`config.mk`:
```
export PLATFORM = sky130hd
export DESIGN_NAME = macc_issue
export DESIGN_NICKNAME = d
export VERILOG_FILES = /design/src/rtl/macc_issue_pkg.sv /design/src/rtl/macc_tag_pipe.sv /design/src/rtl/macc_issue.sv
export SDC_FILE = /design/constraint.sdc
export NUM_CORES = 1
export LEC_CHECK = 0
export ABC_AREA = 1
export BUFFER_PORTS_ARGS = -buffer_cell sky130_fd_sc_hd__buf_4
export CORE_MARGIN = 2
export CORE_UTILIZATION = 38
export DETAILED_ROUTE_END_ITERATION = 16
export GPL_TIMING_DRIVEN = 0
export PLACE_DENSITY = 0.86
export SLEW_MARGIN = 20
export SYNTH_ARGS = -nofsm -noshare
export SYNTH_HDL_FRONTEND = slang
export SYNTH_SLANG_ARGS = --single-unit
```
`constraint.sdc`:
```
create_clock -name clk -period 1.55 [get_ports clk]
set_input_delay 0.31 -clock clk [delete_from_list [all_inputs] [get_ports clk]]
set_output_delay 0.31 -clock clk [all_outputs]
set_load 0.05 [all_outputs]
```
`src/rtl/macc_issue_pkg.sv`:
```
// Shared definitions for the MACC issue controller: MACC op-codes, MACC pipeline
// latency and the issue FSM state encoding.
package macc_issue_pkg;

  localparam logic [2:0] OP_MUL    = 3'b000;
  localparam logic [2:0] OP_SQ     = 3'b001;
  localparam logic [2:0] OP_MACC   = 3'b010;
  localparam logic [2:0] OP_SQ_ACC = 3'b011;
  localparam logic [2:0] OP_MADD   = 3'b100;
  localparam logic [2:0] OP_SQ_ADD = 3'b101;

  localparam int MACC_LATENCY = 3;

  typedef enum logic [1:0] {
    ST_IDLE,
    ST_ISSUE,
    ST_DRAIN,
    ST_RESP
  } state_t;

endpackage

```
`src/rtl/macc_tag_pipe.sv`:
```
// Tag shift register tracking an issued element through the MACC pipeline;
// DEPTH cycles from i_tag to o_tag, no backpressure (the MACC never stalls).
module macc_tag_pipe #(
  parameter int DEPTH = 3
) (
  input  logic clk,
  input  logic reset,
  input  logic i_tag,
  output logic o_tag
);

  logic [DEPTH-1:0] r_tag;

  always_ff @(posedge clk) begin
    if (reset) begin
      r_tag <= '0;
    end else begin
      r_tag <= {r_tag[DEPTH-2:0], i_tag};
    end
  end

  assign o_tag = r_tag[DEPTH-1];

endmodule

```
`src/rtl/macc_issue.sv`:
```
// Issues one dot-product / sum-of-squares reduction to a fixed-latency MACC and
// returns the result; one reduction outstanding, result held until i_res_ready.
module macc_issue
  import macc_issue_pkg::*;
#(
  parameter int OP_WIDTH  = 16,
  parameter int ACC_WIDTH = 48,
  parameter int OUT_WIDTH = 16,
  parameter int LEN_WIDTH = 12
) (
  input  logic                 clk,
  input  logic                 reset,
  input  logic                 i_cmd_valid,
  output logic                 o_cmd_ready,
  input  logic [LEN_WIDTH-1:0] i_cmd_len,
  input  logic                 i_cmd_square,
  input  logic                 i_op_valid,
  output logic                 o_op_ready,
  input  logic [OP_WIDTH-1:0]  i_op_a,
  input  logic [OP_WIDTH-1:0]  i_op_b,
  output logic                 o_macc_enable,
  output logic                 o_macc_clear,
  output logic [2:0]           o_macc_op_code,
  output logic [OP_WIDTH-1:0]  o_macc_op_0,
  output logic [OP_WIDTH-1:0]  o_macc_op_1,
  output logic [ACC_WIDTH-1:0] o_macc_op_add,
  input  logic [OUT_WIDTH-1:0] i_macc_out,
  output logic                 o_res_valid,
  input  logic                 i_res_ready,
  output logic [OUT_WIDTH-1:0] o_res_data,
  output logic                 o_busy
);

  state_t               r_state;
  state_t               w_next_state;
  logic [LEN_WIDTH-1:0] r_count;
  logic                 r_first;
  logic                 r_square;
  logic [OUT_WIDTH-1:0] r_res_data;
  logic                 w_op_ready;
  logic                 w_issue;
  logic                 w_last;
  logic                 w_tag_out;

  assign w_op_ready = (r_state == ST_ISSUE);
  assign w_issue    = w_op_ready & i_op_valid;
  assign w_last     = (r_count == LEN_WIDTH'(1));

  assign o_op_ready    = w_op_ready;
  assign o_cmd_ready   = (r_state == ST_IDLE);
  assign o_busy        = (r_state != ST_IDLE);
  assign o_macc_enable = w_issue;
  assign o_macc_op_0   = w_issue ? i_op_a : '0;
  assign o_macc_op_1   = w_issue ? i_op_b : '0;
  assign o_macc_op_add = '0;
  assign o_res_data    = r_res_data;

  // First element overwrites the accumulator, the rest accumulate into it.
  assign o_macc_op_code = r_first ? (r_square ? OP_SQ : OP_MUL)
                                  : (r_square ? OP_SQ_ACC : OP_MACC);

  always_comb begin
    w_next_state = r_state;
    o_macc_clear = 1'b0;
    o_res_valid  = 1'b0;
    case (r_state)
      ST_IDLE: begin
        if (i_cmd_valid && !reset) begin
          if (i_cmd_len != '0) begin
            o_macc_clear = 1'b1;
            w_next_state = ST_ISSUE;
          end else begin
            w_next_state = ST_RESP;
          end
        end
      end
      ST_ISSUE: begin
        if (w_issue && w_last) w_next_state = ST_DRAIN;
      end
      ST_DRAIN: begin
        if (w_tag_out) w_next_state = ST_RESP;
      end
      ST_RESP: begin
        o_res_valid = 1'b1;
        if (i_res_ready) w_next_state = ST_IDLE;
      end
      default: w_next_state = ST_IDLE;
    endcase
  end

  always_ff @(posedge clk) begin
    if (reset) begin
      r_state    <= ST_IDLE;
      r_count    <= '0;
      r_first    <= 1'b0;
      r_square   <= 1'b0;
      r_res_data <= '0;
    end else begin
      r_state <= w_next_state;
      if (r_state == ST_IDLE && i_cmd_valid) begin
        r_count  <= i_cmd_len;
        r_square <= i_cmd_square;
        r_first  <= 1'b1;
        if (i_cmd_len == '0) r_res_data <= '0;
      end
      if (w_issue) begin
        r_count <= r_count - LEN_WIDTH'(1);
        r_first <= 1'b0;
      end
      if (r_state == ST_DRAIN && w_tag_out) r_res_data <= i_macc_out;
    end
  end

  // The last element's tag emerges in the same cycle its result is on i_macc_out.
  macc_tag_pipe #(
    .DEPTH(MACC_LATENCY)
  ) u_tag_pipe (
    .clk  (clk),
    .reset(reset),
    .i_tag(w_issue & w_last),
    .o_tag(w_tag_out)
  );

endmodule

```
== Yosys cells after proc, flatten, opt, wreduce, memory -nomap -nowiden ==
Index checks and enable logic that the tools add are counted.

* Flip-flop bits (word level): 35
* Latch bits: 0
* RAM bits: 0
* Memory bits (read-only): 0
* Output and inout bits: 105
* Logic and storage cells: 52
* Memories kept: 0

* Add/subtract/negate cells: 1
* $mul: 0
* Divide/modulo/power cells: 0
* Magnitude comparators: 0
* Equal/unequal tests: 8
* Shift-type cells: 0
* Muxes and demuxes: 20
* Bitwise gates (word level): 2
* Reduce and logical (&&, ||, !) cells: 15

{| class="wikitable"
|+ Operators with widths
! operator !! number
|-
| $mux W16 || 5
|-
| $mux W12 || 2
|-
| $eq A12 B1 Y1 const B || 1
|-
| $logic_not A12 Y1 || 1
|-
| $mux W2 || 6
|-
| $reduce_bool A12 Y1 || 1
|-
| $sub A12 B1 Y12 const B || 1
|-
| $pmux W2 S4 || 1
|-
| $reduce_bool A2 Y1 || 4
|-
| $mux W1 || 6
|-
| $ne A2 B1 Y1 const B || 3
|-
| $eq A2 B2 Y1 const B || 2
|-
| $logic_and A1 B1 Y1 || 4
|-
| $reduce_and A4 Y1 || 1
|-
| $and A1 B1 Y1 || 2
|-
| $eq A2 B1 Y1 const B || 1
|-
| $logic_not A2 Y1 || 1
|-
| $ne A2 B2 Y1 const B || 1
|-
| $reduce_and A2 Y1 || 1
|-
| $reduce_or A2 Y1 || 1
|-
| $logic_not A1 Y1 || 1
|}

== Longest topological paths before layout ==
Gate-level depths: netlist of run 1.

* Depth in word-level cells: 5
* Mapped depth: 12
* Mapped depth without buffers: 12

== Modules after synthesis ==
From an unflattened synthesis of run 1, not the netlist that was laid out.

* Cells, all modules: 386
* Area, all modules: 2461.1 um^2

{| class="wikitable"
|+ Modules (own cells, without submodules)
! module !! instances !! cells each !! area each (um^2) !! seq. area each (um^2)
|-
| macc_issue || 1 || 377 || 2378.5 || 640.6
|-
| macc_tag_pipe || 1 || 9 || 82.6 || 60.1
|}

== Worst setup path after synthesis of run 1 ==
OpenSTA, ideal clock, no wires.

* Kind: register -> output
* From: reg r_state[1]
* To: out o_macc_op_0[0]
* Data arrival time: 2.166 ns
* Data required time: 1.240 ns
* Slack: -0.926 ns
* Stages on the path, launching flop included: 7
* Buffers on the path: 2
* Path through: dfxtp_1 > inv_1 > ha_1 > nand2_2 > clkbuf_1 > buf_2 > nor2_1

* Word-level cells in the longest chain between the ends: 3

{| class="wikitable"
|+ Ends and longest elaborated chain
! what !! RTL line !! source
|-
| start: declaration || macc_issue.sv:34 || <nowiki>state_t r_state;</nowiki>
|-
| start signal: assignment || macc_issue.sv:99 || <nowiki>r_state <= w_next_state;</nowiki>
|-
| $eq A2 B1 Y1 || macc_issue.sv:45 || <nowiki>assign w_op_ready = (r_state == ST_ISSUE);</nowiki>
|-
| net o_op_ready || macc_issue.sv:18 || <nowiki>output logic o_op_ready,</nowiki>
|-
| $and A1 B1 Y1 || macc_issue.sv:46 || <nowiki>assign w_issue = w_op_ready & i_op_valid;</nowiki>
|-
| $mux W16 || macc_issue.sv:53 || <nowiki>assign o_macc_op_0 = w_issue ? i_op_a : '0;</nowiki>
|-
| end: declaration || macc_issue.sv:24 || <nowiki>output logic [OP_WIDTH-1:0] o_macc_op_0,</nowiki>
|}

The timed path passes the listed nets, and every way through them passes these cells.

== Worst setup path in the final report of run 1 ==
* From: reg r_state[1]
* To: out o_macc_op_0[6]

* Word-level cells in the longest chain between the ends: 3

{| class="wikitable"
|+ Ends and longest elaborated chain
! what !! RTL line
|-
| $eq A2 B1 Y1 || macc_issue.sv:45
|-
| $and A1 B1 Y1 || macc_issue.sv:46
|-
| $mux W16 || macc_issue.sv:53
|}

No other way between the ends.

==> metrics.txt, run 1 <==
# TYPE chip_impl_metric gauge
chip_impl_info{name="run_status",value="complete, but fails checks"} 1
chip_impl_info{name="failed_checks",value="negative setup slack"} 1
chip_impl_metric{name="skew",unit="ns"} 0.00768
chip_impl_metric{name="globalRoute.totalOverflow",unit=""} 0
chip_impl_metric{name="worst-path-max-fanout",unit=""} 5
chip_impl_metric{name="hold_viol_final",unit=""} 0
chip_impl_metric{name="powerDensity",unit="nW/um^2"} 1260
chip_impl_info{name="tritoncts",value="done"} 1
chip_impl_metric{name="tns",unit="ns"} -7.20
chip_impl_metric{name="reg2reg_slack",unit="ns"} -0.05
chip_impl_info{name="synth_top_cells_by_count",value="63 x sky130_fd_sc_hd__nand2_1, 60 x sky130_fd_sc_hd__nor2_1, 58 x sky130_fd_sc_hd__inv_1"} 1
chip_impl_metric{name="buffer_ports.inserted",unit=""} 121
chip_impl_metric{name="largest_net_degree_at_the_start_of_global_routing",unit=""} 11
chip_impl_metric{name="timing_max_transition_violations_final",unit=""} 0
chip_impl_metric{name="postPlaceCellArea",unit="sq um"} 3950
chip_impl_metric{name="floorplan.initialDensity",unit="%"} 38.7
chip_impl_metric{name="antenna_found_initial",unit=""} 0
chip_impl_info{name="cts-root-buf",value="sky130_fd_sc_hd__clkbuf_8"} 1
chip_impl_metric{name="core",unit="sq um"} 6240
chip_impl_metric{name="dr.first_iter.drc_count",unit=""} 131
chip_impl_metric{name="syn-cell-area",unit="sq um"} 2410
chip_impl_metric{name="grt_util_all_layers",unit="%"} 22.6
chip_impl_metric{name="cts_made_buffers",unit=""} 5
chip_impl_info{name="most_numerous_cell_in_the_yosys_netlist",value="sky130_fd_sc_hd__nand2_1"} 1
chip_impl_metric{name="htreeDepth",unit=""} 2
chip_impl_info{name="yosysTopAreaCell",value="sky130_fd_sc_hd__dfxtp_1"} 1
chip_impl_metric{name="multi_input_area",unit="sq um"} 1610
chip_impl_metric{name="wl",unit="mm"} 8.04
chip_impl_metric{name="critPathArrivalTime",unit="ns"} 1.47
chip_impl_metric{name="timing.final.crit_share",unit="%"} 115
chip_impl_metric{name="routed-via-count",unit=""} 2923
chip_impl_metric{name="groute.layer.met1.usage",unit="%"} 27.2
chip_impl_metric{name="timing.max_cap.violations",unit=""} 0
chip_impl_metric{name="cts_buffer_depth",unit=""} 2
chip_impl_metric{name="pnr_total_power",unit="mW"} 5.88
chip_impl_metric{name="yosysWarningCount",unit=""} 0
chip_impl_metric{name="syn_inst",unit=""} 380
chip_impl_metric{name="timing.critical_path.required",unit="ns"} 1.24
chip_impl_metric{name="firstDrtPassIters",unit=""} 4
chip_impl_metric{name="ant_nets",unit=""} 0
chip_impl_info{name="timing.critical_path.from",value="r_state[1]$_SDFFE_PP0P_"} 1
chip_impl_metric{name="gp_congestion",unit=""} 0.888
chip_impl_metric{name="final-setup-viol-count",unit=""} 37
chip_impl_info{name="ws_path_type",value="flip-flop to output port"} 1
chip_impl_metric{name="postSynthRegisterBits",unit=""} 35
chip_impl_metric{name="clock_sinks",unit=""} 35
chip_impl_metric{name="layout-drive-gt1-share",unit="%"} 48.2
chip_impl_metric{name="final_period_minus_worst_setup_slack",unit="ns"} 1.78
chip_impl_metric{name="use_met3",unit="%"} 4.55
chip_impl_metric{name="groute.layer.met2.usage",unit="%"} 41.5
chip_impl_metric{name="leakage",unit="nW"} 2.34
chip_impl_metric{name="grt_first_pass_wirelength",unit="mm"} 13.3
chip_impl_metric{name="route.detailed.drc",unit=""} 0
chip_impl_metric{name="timing.fmax",unit="MHz"} 561
chip_impl_metric{name="synth_async_sr_flop_share",unit="%"} 0
chip_impl_metric{name="worst_skew_pair.late_latency",unit="ns"} 0.29
chip_impl_metric{name="design.die.area",unit="sq um"} 7000
chip_impl_info{name="post_synth_main_area_contributors",value="sky130_fd_sc_hd__dfxtp_1 29%, sky130_fd_sc_hd__buf_4 16%, sky130_fd_sc_hd__nand2_1 9.8%"} 1
chip_impl_metric{name="tightest_pin_transition",unit="ns"} 0.548
chip_impl_metric{name="n_fill_cell",unit=""} 463
chip_impl_metric{name="setup_ws",unit="ns"} -0.234
chip_impl_metric{name="number_of_enable_type_register_cells_in_the_synthesized_netlist",unit=""} 0
chip_impl_metric{name="num_antenna_cells",unit=""} 0
chip_impl_metric{name="final_area",unit="sq um"} 4650
chip_impl_info{name="critical_path.startpoint_type",value="flip-flop"} 1
chip_impl_metric{name="drt-vias-per-instance",unit=""} 4.44
chip_impl_info{name="top_usage_layer",value="met2"} 1
chip_impl_metric{name="floorplan.die.height",unit="um"} 83.7
chip_impl_metric{name="timing.slew.headroom",unit="%"} 63.3
chip_impl_metric{name="detail_route.wl_per_cell",unit="um"} 12.2
chip_impl_info{name="rsz0062_at_grt",value="true"} 1
chip_impl_metric{name="final_net_count",unit=""} 652
chip_impl_metric{name="register_area",unit="sq um"} 706
chip_impl_metric{name="ioPinCount",unit=""} 171
chip_impl_info{name="hp-class",value="input pin to flip-flop"} 1
chip_impl_info{name="synth-main-ff-cell",value="sky130_fd_sc_hd__dfxtp_1"} 1
chip_impl_info{name="crit_path_end_kind",value="output port"} 1
chip_impl_metric{name="yosys.cell_types.count",unit=""} 27
chip_impl_metric{name="floorplan.rows",unit=""} 29
chip_impl_metric{name="chip_width",unit="um"} 83.7
chip_impl_metric{name="area_growth_syn_to_layout",unit="%"} 92.6
chip_impl_metric{name="synth_largest_type_area_fraction",unit="%"} 29.0
chip_impl_metric{name="ys_seq_area_share",unit="%"} 29.0
chip_impl_metric{name="irDropWorstVdd",unit="uV"} 1490
chip_impl_metric{name="hpwl",unit="mm"} 5.80
chip_impl_info{name="timing.hold.worst.start",value="i_macc_out[7]"} 1
chip_impl_metric{name="grt_pass1_vias",unit=""} 2908
chip_impl_metric{name="syn_avg_cell_area",unit="sq um"} 6.35
chip_impl_metric{name="holdWs",unit="ns"} 0.288
chip_impl_info{name="regToRegStartpoint",value="r_state[1]$_SDFFE_PP0P_"} 1
chip_impl_metric{name="dp_slack",unit="ns"} -0.172
chip_impl_metric{name="cts.reportedPaths.clkPinSlew",unit="ns"} 0.06
==> worst max-delay path: stages (launching register included) <==
cell and delay [ns]:
sky130_fd_sc_hd__dfxtp_2 0.33, sky130_fd_sc_hd__inv_4 0.06, sky130_fd_sc_hd__ha_4 0.16, sky130_fd_sc_hd__nand2_8 0.06, sky130_fd_sc_hd__clkbuf_16 0.17, sky130_fd_sc_hd__buf_16 0.15, sky130_fd_sc_hd__nor2_4 0.09, sky130_fd_sc_hd__buf_6 0.16
==> cells by family after synthesis <==
group	share of synthesized area (%)
and+or+nand+nor	29.8
xor gates and xnor gates	0.363
DFF	29.0
adders and majority gates	3.11
buffers and inverters	27.3
AOI/OAI and AO/OA	10.3
other	0.155
==> placed cells by master, fill, tap and decap left out, types with 2 or more instances in the layout <==
cell type / count
sky130_fd_sc_hd__ha_1: 2
sky130_fd_sc_hd__clkbuf_1: 4
sky130_fd_sc_hd__inv_6: 2
sky130_fd_sc_hd__dfxtp_1: 33
sky130_fd_sc_hd__nand3_4: 2
sky130_fd_sc_hd__nand2_2: 3
sky130_fd_sc_hd__a31oi_1: 2
sky130_fd_sc_hd__inv_4: 2
sky130_fd_sc_hd__nand3_2: 2
sky130_fd_sc_hd__nor2_2: 3
sky130_fd_sc_hd__buf_4: 152
sky130_fd_sc_hd__a21oi_1: 27
sky130_fd_sc_hd__ha_2: 2
sky130_fd_sc_hd__o21ai_0: 7
sky130_fd_sc_hd__clkbuf_8: 8
sky130_fd_sc_hd__buf_16: 6
sky130_fd_sc_hd__nand3_1: 27
sky130_fd_sc_hd__nor2_4: 35
sky130_fd_sc_hd__o211ai_1: 2
sky130_fd_sc_hd__conb_1: 49
sky130_fd_sc_hd__buf_8: 12
sky130_fd_sc_hd__o22ai_1: 2
sky130_fd_sc_hd__ha_4: 2
sky130_fd_sc_hd__nor2_1: 27
sky130_fd_sc_hd__inv_2: 5
sky130_fd_sc_hd__nand4_1: 2
sky130_fd_sc_hd__buf_6: 28
sky130_fd_sc_hd__nand2_4: 2
sky130_fd_sc_hd__inv_1: 52
sky130_fd_sc_hd__nand2_1: 60
sky130_fd_sc_hd__a211oi_1: 2
sky130_fd_sc_hd__nand2_8: 2
==> flip-flops by register name (all words and copies together) (netlist names) <==
register,cells
r_count,12
r_square,1
o_res_data,16
r_first,1
r_state,2
u_tag_pipe.r_tag,3
==> what timing repair did <==
item | 4_1_cts | 5_1_grt
resized for setup | 71 | 22
pin swaps | 6 | 1
buffers inserted | 14 | 5
hold buffers | 0 | 0
setup endpoints to repair | 46 | 58
cloned | 4 | 1
==> report_power, final <==
group	switching (mW)	internal, mW	total [mW]
sequential	0.120	1.04	1.16
combinational	2.38	1.62	4.00
clock	0.311	0.405	0.716
total	2.81	3.06	5.88
==> per-layer routing <==
layer  part of all wire (%)  vias up  wire (um)
met5                      0        -          0
met4                   0.73        0         59
met3                    8.0        8        643
met2                     53      143       4250
met1                     38     1301       3080
li1                       -     1471          -
==> worst paths after layout <==
kind,to,cells past startpoint
max,o_macc_op_0[6],7
min,o_res_data[7]$_SDFFE_PP0P_,3
max reg2reg,r_state[1]$_SDFFE_PP0P_,12
min reg2reg,u_tag_pipe.r_tag[2]$_SDFF_PP0_,2
==> cell type report <==
cell class                      count  area share, %
Buffer                             61           11.5
Clock buffer                        8           2.15
Inverter                           62           5.41
Multi-Input combinational cell    270           34.7
Sequential cell                    35           15.2
Tap cell                           77           2.07
Timing Repair Buffer              145           29.1
==> stage by stage <==
step | util, % | cells
after floorplan | - | 428
after global placement | 63.3 | 626
after CTS | 72.7 | 652
after global routing | 74.5 | 658
final | 74.5 | 658
after detailed placement | 63.3 | 626
Power figures use the tool's default switching activity.
==> run 2: changes to the inputs <==
==> constraint.sdc (replaced) <==
create_clock -name clk -period 1.55 [get_ports clk]
set_input_delay 0.31 -clock clk [delete_from_list [all_inputs] [get_ports clk]]
set_output_delay 0.31 -clock clk [all_outputs]
set_load 0.02 [all_outputs]
==> metrics.txt, run 2 (same netlist as run 1, synthesis figures left out) <==
# TYPE chip_impl_metric gauge
chip_impl_metric{name="cts_hold_repair.buffers",unit=""} 0
chip_impl_info{name="run_status",value="complete, but fails checks"} 1
chip_impl_info{name="failed_checks",value="negative setup slack"} 1
chip_impl_metric{name="final_net_count",unit=""} 649
chip_impl_metric{name="irDropWorstVdd",unit="uV"} 788
chip_impl_info{name="tritoncts",value="done"} 1
chip_impl_metric{name="antenna_found_initial",unit=""} 0
chip_impl_metric{name="detail_route.wl_per_cell",unit="um"} 12.6
chip_impl_info{name="ws_path_type",value="flip-flop to output port"} 1
chip_impl_metric{name="placed_cells_incl_taps",unit=""} 626
chip_impl_metric{name="final-setup-viol-count",unit=""} 48
chip_impl_info{name="cpLargestDelayFamily",value="buffers and inverters"} 1
chip_impl_info{name="cts-root-buf",value="sky130_fd_sc_hd__clkbuf_8"} 1
chip_impl_metric{name="cts_buffer_depth",unit=""} 2
chip_impl_metric{name="timing.slew.headroom",unit="%"} 58.2
chip_impl_metric{name="globalRoute.totalOverflow",unit=""} 0
chip_impl_metric{name="final_period_minus_worst_setup_slack",unit="ns"} 1.76
chip_impl_metric{name="gp_congestion",unit=""} 0.872
chip_impl_metric{name="powerDensity",unit="nW/um^2"} 1140
chip_impl_metric{name="postPlaceCellArea",unit="sq um"} 3870
chip_impl_metric{name="largest_register_ffs",unit=""} 16
chip_impl_info{name="rsz0062_at_grt",value="true"} 1
chip_impl_metric{name="final_area",unit="sq um"} 4650
chip_impl_info{name="crit_path_cell_trace",value="inv_2 -> ha_4 -> nand2_8 -> clkbuf_16 -> buf_16 -> nor2_4 -> buf_6"} 1
chip_impl_metric{name="grt_util_all_layers",unit="%"} 21.2
chip_impl_metric{name="timing.fmax",unit="MHz"} 568
chip_impl_metric{name="timing.max_cap.violations",unit=""} 0
chip_impl_metric{name="timing.final.crit_share",unit="%"} 114
chip_impl_metric{name="skew",unit="ns"} 0.00512
chip_impl_metric{name="layout-drive-gt1-share",unit="%"} 49.1
chip_impl_metric{name="largest_net_degree_at_the_start_of_global_routing",unit=""} 11
chip_impl_info{name="crit_path_end_kind",value="output port"} 1
chip_impl_metric{name="timing.critical_path.required",unit="ns"} 1.24
chip_impl_info{name="layout_common_cells",value="149 x sky130_fd_sc_hd__buf_4, 58 x sky130_fd_sc_hd__nand2_1, 51 x sky130_fd_sc_hd__inv_1"} 1
chip_impl_metric{name="worst_path_largest_cell_delay",unit="ns"} 0.32
chip_impl_metric{name="floorplan.rows",unit=""} 29
chip_impl_metric{name="hpwl",unit="mm"} 5.71
chip_impl_metric{name="drt-vias-per-instance",unit=""} 4.61
chip_impl_metric{name="holdWs",unit="ns"} 0.280
chip_impl_metric{name="wl",unit="mm"} 8.26
chip_impl_metric{name="htreeDepth",unit=""} 2
chip_impl_metric{name="ioPinCount",unit=""} 171
chip_impl_metric{name="tightest_pin_transition",unit="ns"} 0.626
chip_impl_metric{name="grt_first_pass_wirelength",unit="mm"} 12.5
chip_impl_metric{name="ant_nets",unit=""} 0
chip_impl_metric{name="design.die.area",unit="sq um"} 7000
chip_impl_metric{name="floorplan.die.height",unit="um"} 83.7
chip_impl_metric{name="chip_width",unit="um"} 83.7
chip_impl_metric{name="n_fill_cell",unit=""} 428
chip_impl_metric{name="setup_ws",unit="ns"} -0.212
chip_impl_metric{name="clock_sinks",unit=""} 35
chip_impl_info{name="layout_commonest_cell",value="sky130_fd_sc_hd__buf_4"} 1
chip_impl_metric{name="cts.reportedPaths.clkPinSlew",unit="ns"} 0.07
chip_impl_metric{name="worst-path-max-fanout",unit=""} 8
chip_impl_metric{name="critPathArrivalTime",unit="ns"} 1.45
chip_impl_info{name="slowest_stage",value="sky130_fd_sc_hd__dfxtp_2"} 1
chip_impl_metric{name="worst_skew_pair.late_latency",unit="ns"} 0.29
chip_impl_info{name="critical_path.startpoint_type",value="flip-flop"} 1
chip_impl_metric{name="routed-via-count",unit=""} 3022
chip_impl_metric{name="grt_pass1_vias",unit=""} 2815
chip_impl_metric{name="dr.first_iter.drc_count",unit=""} 164
chip_impl_metric{name="pnr_total_power",unit="mW"} 5.29
chip_impl_metric{name="crit_buf_inv",unit=""} 4
chip_impl_metric{name="core",unit="sq um"} 6240
chip_impl_metric{name="finalCoreUtilization",unit="%"} 74.5
chip_impl_metric{name="timing_max_transition_violations_final",unit=""} 0
chip_impl_metric{name="floorplan.initialDensity",unit="%"} 38.7
chip_impl_metric{name="firstDrtPassIters",unit=""} 5
chip_impl_metric{name="route.detailed.drc",unit=""} 0
chip_impl_metric{name="leakage",unit="nW"} 2.34
chip_impl_metric{name="buffer_ports.inserted",unit=""} 121
chip_impl_info{name="hp-class",value="input pin to flip-flop"} 1
chip_impl_metric{name="hold_viol_final",unit=""} 0
chip_impl_metric{name="area_growth_syn_to_layout",unit="%"} 92.5
chip_impl_metric{name="instances_no_fill",unit=""} 655
chip_impl_metric{name="num_antenna_cells",unit=""} 0
chip_impl_metric{name="cts_made_buffers",unit=""} 5
[run 2: cell types whose count changed in the layout (fill, tap and decap cells not counted), sizes merged]
| cell | before | now |
|---|---|---|
| buf | 199 | 197 |
| clkinv | 0 | 1 |
| clkinvlp | 1 | 0 |
| clkbuf | 15 | 14 |
[run 2: worst register-to-register path: cells and delay by family, from the launching register on]
| kind | cells | cell delay [ns] |
|---|---|---|
| AOI/OAI and AO/OA | 1 | 0.06 |
| adders and majority gates | 1 | 0.17 |
| and+or+nand+nor | 4 | 0.36 |
| buffers and inverters | 6 | 0.63 |
| DFF | 1 | 0.33 |
[run 2: where the power goes]
| group | switching [mW] | internal, mW |
|---|---|---|
| clock network | 0.331 | 0.406 |
| logic | 1.88 | 1.51 |
| registers | 0.124 | 1.04 |
| total | 2.34 | 2.96 |
[run 2: metrics by stage]
stage | setup WS [ns] | setup TNS, ns
6_report | -0.212 | -7.72
5_1_grt | -0.272 | -10.57
4_1_cts | -0.239 | -7.37
3_5_place_dp | -0.239 | -8.27
3_3_place_gp | -0.227 | -7.30
2_1_floorplan | 0.00670 | 0
[run 2: worst paths after layout]
| check | from | endpoint | slack, ns | depth (start not counted) |
|---|---|---|---|---|
| setup / recovery | r_state[1]$_SDFFE_PP0P_ | o_macc_op_0[13] | -0.21 | 7 |
| hold / removal | i_macc_out[5] | o_res_data[5]$_SDFFE_PP0P_ | 0.28 | 3 |
| setup reg to reg | r_state[1]$_SDFFE_PP0P_ | r_count[4]$_SDFFE_PP0P_ | -0.12 | 12 |
| hold reg to reg | u_tag_pipe.r_tag[1]$_SDFF_PP0_ | u_tag_pipe.r_tag[2]$_SDFF_PP0_ | 0.41 | 2 |
[run 2: routing by layer]
| layer | global-route usage (%) | wire [um] | vias up |
|---|---|---|---|
| met5 | 0 | 0 | - |
| met4 | 6.45 | 182 | 0 |
| met3 | 5.93 | 733 | 23 |
| met2 | 40.4 | 4410 | 174 |
| met1 | 22.4 | 2930 | 1360 |
| li1 | - | - | 1465 |
[run 2: what timing repair did]
action,in CTS,in global routing
buffers inserted,8,10
pin swaps,1,11
setup endpoints to repair,54,51
cloned,3,2
hold endpoints to repair,0,0
resized for setup,60,55
[run 2: layout make-up]
cell class,count,area [sq um],share of cell area [%]
Tap cell,77,96.3,2.07
Sequential cell,35,706,15.2
Multi-Input combinational cell,270,1650,35.5
Inverter,62,255,5.49
Buffer,60,528,11.4
Clock buffer,8,100,2.15
Timing Repair Buffer,143,1310,28.3
==> run 3: changes to the inputs <==
--- a/config.mk
+++ b/config.mk
@@ -5,13 +5,12 @@
 export SDC_FILE = /design/constraint.sdc
 export NUM_CORES = 1
 export LEC_CHECK = 0
-export ABC_AREA = 1
 export BUFFER_PORTS_ARGS = -buffer_cell sky130_fd_sc_hd__buf_4
 export CORE_MARGIN = 2
-export CORE_UTILIZATION = 38
+export CORE_UTILIZATION = 36
 export DETAILED_ROUTE_END_ITERATION = 16
 export GPL_TIMING_DRIVEN = 0
-export PLACE_DENSITY = 0.86
+export PLACE_DENSITY = 0.85
 export SLEW_MARGIN = 20
 export SYNTH_ARGS = -nofsm -noshare
 export SYNTH_HDL_FRONTEND = slang
==> metrics.txt, run 3 <==
# TYPE chip_impl_metric gauge
chip_impl_info{name="layout_common_cells",value="165 x sky130_fd_sc_hd__buf_4, 49 x sky130_fd_sc_hd__conb_1, 32 x sky130_fd_sc_hd__dfxtp_1"} 1
chip_impl_metric{name="syn-cell-area",unit="sq um"} 2220
chip_impl_metric{name="power.switching",unit="mW"} 1.83
chip_impl_info{name="slowest_stage",value="sky130_fd_sc_hd__or4_4"} 1
chip_impl_metric{name="syn_inst",unit=""} 277
chip_impl_metric{name="route.detailed.drc",unit=""} 0
chip_impl_info{name="synth_top_cells_by_count",value="51 x sky130_fd_sc_hd__buf_4, 35 x sky130_fd_sc_hd__dfxtp_1, 33 x sky130_fd_sc_hd__and3_1"} 1
chip_impl_metric{name="chip_width",unit="um"} 82.5
chip_impl_info{name="regToRegStartpoint",value="r_state[1]$_SDFFE_PP0P_"} 1
chip_impl_metric{name="switching_share",unit="%"} 41.5
chip_impl_metric{name="antenna_found_initial",unit=""} 0
chip_impl_metric{name="grt_first_pass_wirelength",unit="mm"} 10.7
chip_impl_metric{name="num_antenna_cells",unit=""} 0
chip_impl_metric{name="hold_viol_final",unit=""} 0
chip_impl_metric{name="globalRoute.totalOverflow",unit=""} 0
chip_impl_metric{name="floorplan.rows",unit=""} 28
chip_impl_metric{name="holdWs",unit="ns"} 0.261
chip_impl_metric{name="timing.slew.headroom",unit="%"} 61.0
chip_impl_metric{name="powerDensity",unit="nW/um^2"} 1100
chip_impl_metric{name="cts_buffer_depth",unit=""} 2
chip_impl_metric{name="largest_net_degree_at_the_start_of_global_routing",unit=""} 14
chip_impl_info{name="timing.hold.worst.start",value="i_macc_out[8]"} 1
chip_impl_metric{name="timing.critical_path.required",unit="ns"} 1.77
chip_impl_metric{name="floorplan.die.height",unit="um"} 82.5
chip_impl_metric{name="final_area",unit="sq um"} 4020
chip_impl_metric{name="postPlaceCellArea",unit="sq um"} 3490
chip_impl_metric{name="ys_seq_area_share",unit="%"} 31.6
chip_impl_metric{name="largest_register_ffs",unit=""} 16
chip_impl_metric{name="buffer_ports.inserted",unit=""} 120
chip_impl_metric{name="finalCoreUtilization",unit="%"} 67.8
chip_impl_metric{name="core",unit="sq um"} 5920
chip_impl_metric{name="wl",unit="mm"} 7.83
chip_impl_metric{name="n_fill_cell",unit=""} 469
chip_impl_metric{name="floorplan.initialDensity",unit="%"} 37.4
chip_impl_metric{name="setup_ws",unit="ns"} -0.143
chip_impl_metric{name="met2WireLength",unit="mm"} 4.26
chip_impl_metric{name="m1WireLength",unit="mm"} 2.73
chip_impl_metric{name="number_of_enable_type_register_cells_in_the_synthesized_netlist",unit=""} 0
chip_impl_metric{name="cts_made_buffers",unit=""} 5
chip_impl_metric{name="pnr_total_power",unit="mW"} 4.41
chip_impl_metric{name="design.die.area",unit="sq um"} 6800
chip_impl_metric{name="timing.fmax",unit="MHz"} 591
chip_impl_metric{name="irDropWorstVdd",unit="uV"} 678
chip_impl_metric{name="crit_buf_inv",unit=""} 1
chip_impl_metric{name="final_net_count",unit=""} 539
chip_impl_info{name="regToRegEndpoint",value="r_count[5]$_SDFFE_PP0P_"} 1
chip_impl_metric{name="r2r.worst_path.cells",unit=""} 6
chip_impl_info{name="most_numerous_cell_in_the_yosys_netlist",value="sky130_fd_sc_hd__buf_4"} 1
chip_impl_metric{name="firstDrtPassIters",unit=""} 4
chip_impl_metric{name="p_comb_share",unit="%"} 56.2
chip_impl_metric{name="worst_path_largest_cell_delay",unit="ns"} 0.45
chip_impl_metric{name="dp_slack",unit="ns"} -0.325
chip_impl_metric{name="cts.reportedPaths.clkPinSlew",unit="ns"} 0.08
chip_impl_metric{name="htreeDepth",unit=""} 2
chip_impl_metric{name="grt_pass1_vias",unit=""} 2201
chip_impl_metric{name="multi_input_area",unit="sq um"} 1470
chip_impl_metric{name="instances_no_fill",unit=""} 543
chip_impl_metric{name="ioPinCount",unit=""} 171
chip_impl_metric{name="timing.final.crit_share",unit="%"} 109
chip_impl_metric{name="layout-drive-gt1-share",unit="%"} 53.2
chip_impl_info{name="cpLargestDelayFamily",value="simple AND/OR/NAND/NOR gates"} 1
chip_impl_metric{name="synth_largest_type_area_fraction",unit="%"} 31.6
chip_impl_metric{name="synth_async_sr_flop_share",unit="%"} 0
chip_impl_metric{name="ant_nets",unit=""} 0
chip_impl_metric{name="drt-vias-per-instance",unit=""} 4.84
chip_impl_metric{name="yosys.cell_types.count",unit=""} 41
chip_impl_metric{name="detail_route.wl_per_cell",unit="um"} 14.4
chip_impl_info{name="ws_path_type",value="flip-flop to flip-flop"} 1
chip_impl_metric{name="tns",unit="ns"} -3.01
chip_impl_metric{name="area_growth_syn_to_layout",unit="%"} 81.3
chip_impl_metric{name="critPathArrivalTime",unit="ns"} 1.92
chip_impl_metric{name="timing_max_transition_violations_final",unit=""} 0
chip_impl_metric{name="p_clk_share",unit="%"} 15.8
chip_impl_info{name="run_status",value="complete, but fails checks"} 1
chip_impl_metric{name="worst_skew_pair.late_latency",unit="ns"} 0.29
chip_impl_metric{name="power.share.sequential",unit="%"} 27.9
chip_impl_metric{name="yosysWarningCount",unit=""} 0
chip_impl_metric{name="clock_sinks",unit=""} 35
chip_impl_metric{name="power_report.internal_total",unit="mW"} 2.58
chip_impl_metric{name="grt_util_all_layers",unit="%"} 20.2
chip_impl_info{name="synth-main-ff-cell",value="sky130_fd_sc_hd__dfxtp_1"} 1
chip_impl_metric{name="register_area",unit="sq um"} 707
chip_impl_metric{name="gp_congestion",unit=""} 0.847
chip_impl_info{name="maxUsedRoutingLayer",value="met4"} 1
chip_impl_metric{name="timing.max_cap.violations",unit=""} 0
chip_impl_metric{name="dr.first_iter.drc_count",unit=""} 75
chip_impl_info{name="crit_path_end_kind",value="flip-flop"} 1
chip_impl_metric{name="skew",unit="ns"} 0.00653
chip_impl_info{name="rsz0062_at_grt",value="true"} 1
chip_impl_metric{name="routed-via-count",unit=""} 2628
chip_impl_metric{name="worst-path-max-fanout",unit=""} 6
chip_impl_metric{name="final-setup-viol-count",unit=""} 38
chip_impl_info{name="timing.hold.worst_endpoint",value="o_res_data[8]$_SDFFE_PP0P_"} 1
chip_impl_metric{name="syn_avg_cell_area",unit="sq um"} 8.00
chip_impl_info{name="post_synth_main_area_contributors",value="sky130_fd_sc_hd__dfxtp_1 32%, sky130_fd_sc_hd__buf_4 17%, sky130_fd_sc_hd__and3_1 9.3%"} 1
chip_impl_metric{name="whs_path_depth",unit=""} 3
chip_impl_info{name="cts-root-buf",value="sky130_fd_sc_hd__clkbuf_8"} 1
chip_impl_metric{name="leakage",unit="nW"} 2.04
chip_impl_info{name="layout_commonest_cell",value="sky130_fd_sc_hd__buf_4"} 1
chip_impl_info{name="crit_path_cell_trace",value="inv_4 -> ha_4 -> nand4bb_1 -> or4_4 -> or3_1 -> a31oi_1"} 1
chip_impl_info{name="hp-class",value="input pin to flip-flop"} 1
chip_impl_metric{name="tightest_pin_transition",unit="ns"} 0.580
chip_impl_metric{name="placed_cells_incl_taps",unit=""} 520
chip_impl_metric{name="final_period_minus_worst_setup_slack",unit="ns"} 1.69
chip_impl_info{name="tritoncts",value="done"} 1
chip_impl_metric{name="hpwl",unit="mm"} 5.58
chip_impl_metric{name="cts_hold_repair.buffers",unit=""} 0
chip_impl_metric{name="postSynthRegisterBits",unit=""} 35
chip_impl_metric{name="detailed_route_wirelength_on_metal3",unit="um"} 708
chip_impl_info{name="critical_path.startpoint_type",value="flip-flop"} 1
chip_impl_info{name="yosysTopAreaCell",value="sky130_fd_sc_hd__dfxtp_1"} 1
chip_impl_info{name="failed_checks",value="negative setup slack"} 1
chip_impl_metric{name="reg2reg_slack",unit="ns"} -0.14
==> run 3: changes by cell type after synthesis, moves of 4 or more <==
cell,previous run,this run
sky130_fd_sc_hd__clkbuf_1,5,13
sky130_fd_sc_hd__and3_1,0,33
sky130_fd_sc_hd__nor2_1,60,26
sky130_fd_sc_hd__a22oi_1,0,19
sky130_fd_sc_hd__buf_2,6,2
sky130_fd_sc_hd__inv_1,58,11
sky130_fd_sc_hd__nor4_1,0,5
sky130_fd_sc_hd__o21ai_0,8,2
sky130_fd_sc_hd__nor2_2,5,0
sky130_fd_sc_hd__nand3_1,30,5
sky130_fd_sc_hd__or3_1,0,4
sky130_fd_sc_hd__a31oi_1,2,7
sky130_fd_sc_hd__a21oi_1,29,7
sky130_fd_sc_hd__nand2_1,63,16
==> run 3: layout make-up <==
cell class                      instances  area share (%)
Tap cell                               75            2.34
Timing Repair Buffer                  139            28.2
Buffer                                 63            11.8
Inverter                               11            1.21
Clock inverter                          3           0.592
Multi-Input combinational cell        212            36.5
Sequential cell                        35            17.6
Clock buffer                            5            1.71
==> run 3: kinds of logic (layout without fill, tap and decap cells) <==
group / Yosys count / count (layout) / share of synthesized area, %
flops: 35 / 35 / 31.6
other cells: 1 / 49 / 0.169
xor+xnor: 2 / 2 / 0.791
fa+ha+maj: 6 / 6 / 3.39
compound gates: 53 / 53 / 17.6
buf+inv: 78 / 221 / 22.0
simple gates: 102 / 102 / 24.4
==> run 3: power groups by stage <==
stage	Combinational (mW)	Clock [mW]	Sequential, mW
final	2.48	0.698	1.23
after global routing	2.68	0.743	1.25
after CTS	2.20	0.703	1.19
after detailed placement	1.94	0	1.21
after global placement	1.90	0	1.19
after floorplan	1.37	0	1.17
==> run 3: per-layer routing <==
layer | global-route usage [%] | up-vias
met4 | 5.33 | 0
met2 | 37.9 | 139
met5 | 0 | -
li1 | - | 1258
met3 | 4.35 | 13
met1 | 23.0 | 1218
==> run 3: how the worst max path moves through the flow <==
| stage | startpoint | end | cells past startpoint |
|---|---|---|---|
| 4_1_cts | r_state[1]$_SDFFE_PP0P_ | r_count[5]$_SDFFE_PP0P_ | 6 |
| 6_report | r_state[1]$_SDFFE_PP0P_ | r_count[5]$_SDFFE_PP0P_ | 6 |
| 5_1_grt | r_state[1]$_SDFFE_PP0P_ | r_count[5]$_SDFFE_PP0P_ | 6 |
| 2_1_floorplan | r_state[1]$_SDFFE_PP0P_ | r_count[5]$_SDFFE_PP0P_ | 7 |
| 3_3_place_gp | r_state[0]$_SDFFE_PP0P_ | o_res_data[2]$_SDFFE_PP0P_ | 7 |
| 3_5_place_dp | r_state[0]$_SDFFE_PP0P_ | o_res_data[15]$_SDFFE_PP0P_ | 7 |
==> run 3: worst min-delay path, cell delays in order <==
cell and delay (ns):
sky130_fd_sc_hd__buf_4 0.08, sky130_fd_sc_hd__a22oi_1 0.06, sky130_fd_sc_hd__nor2_1 0.07
==> run 3: what timing repair did <==
item / 4_1_cts / 5_1_grt
gates resized for setup: 48 / 39
setup buffers: 11 / 7
gates cloned: 1 / 0
pin swaps: 4 / 18
endpoints found under the setup margin: 63 / 64
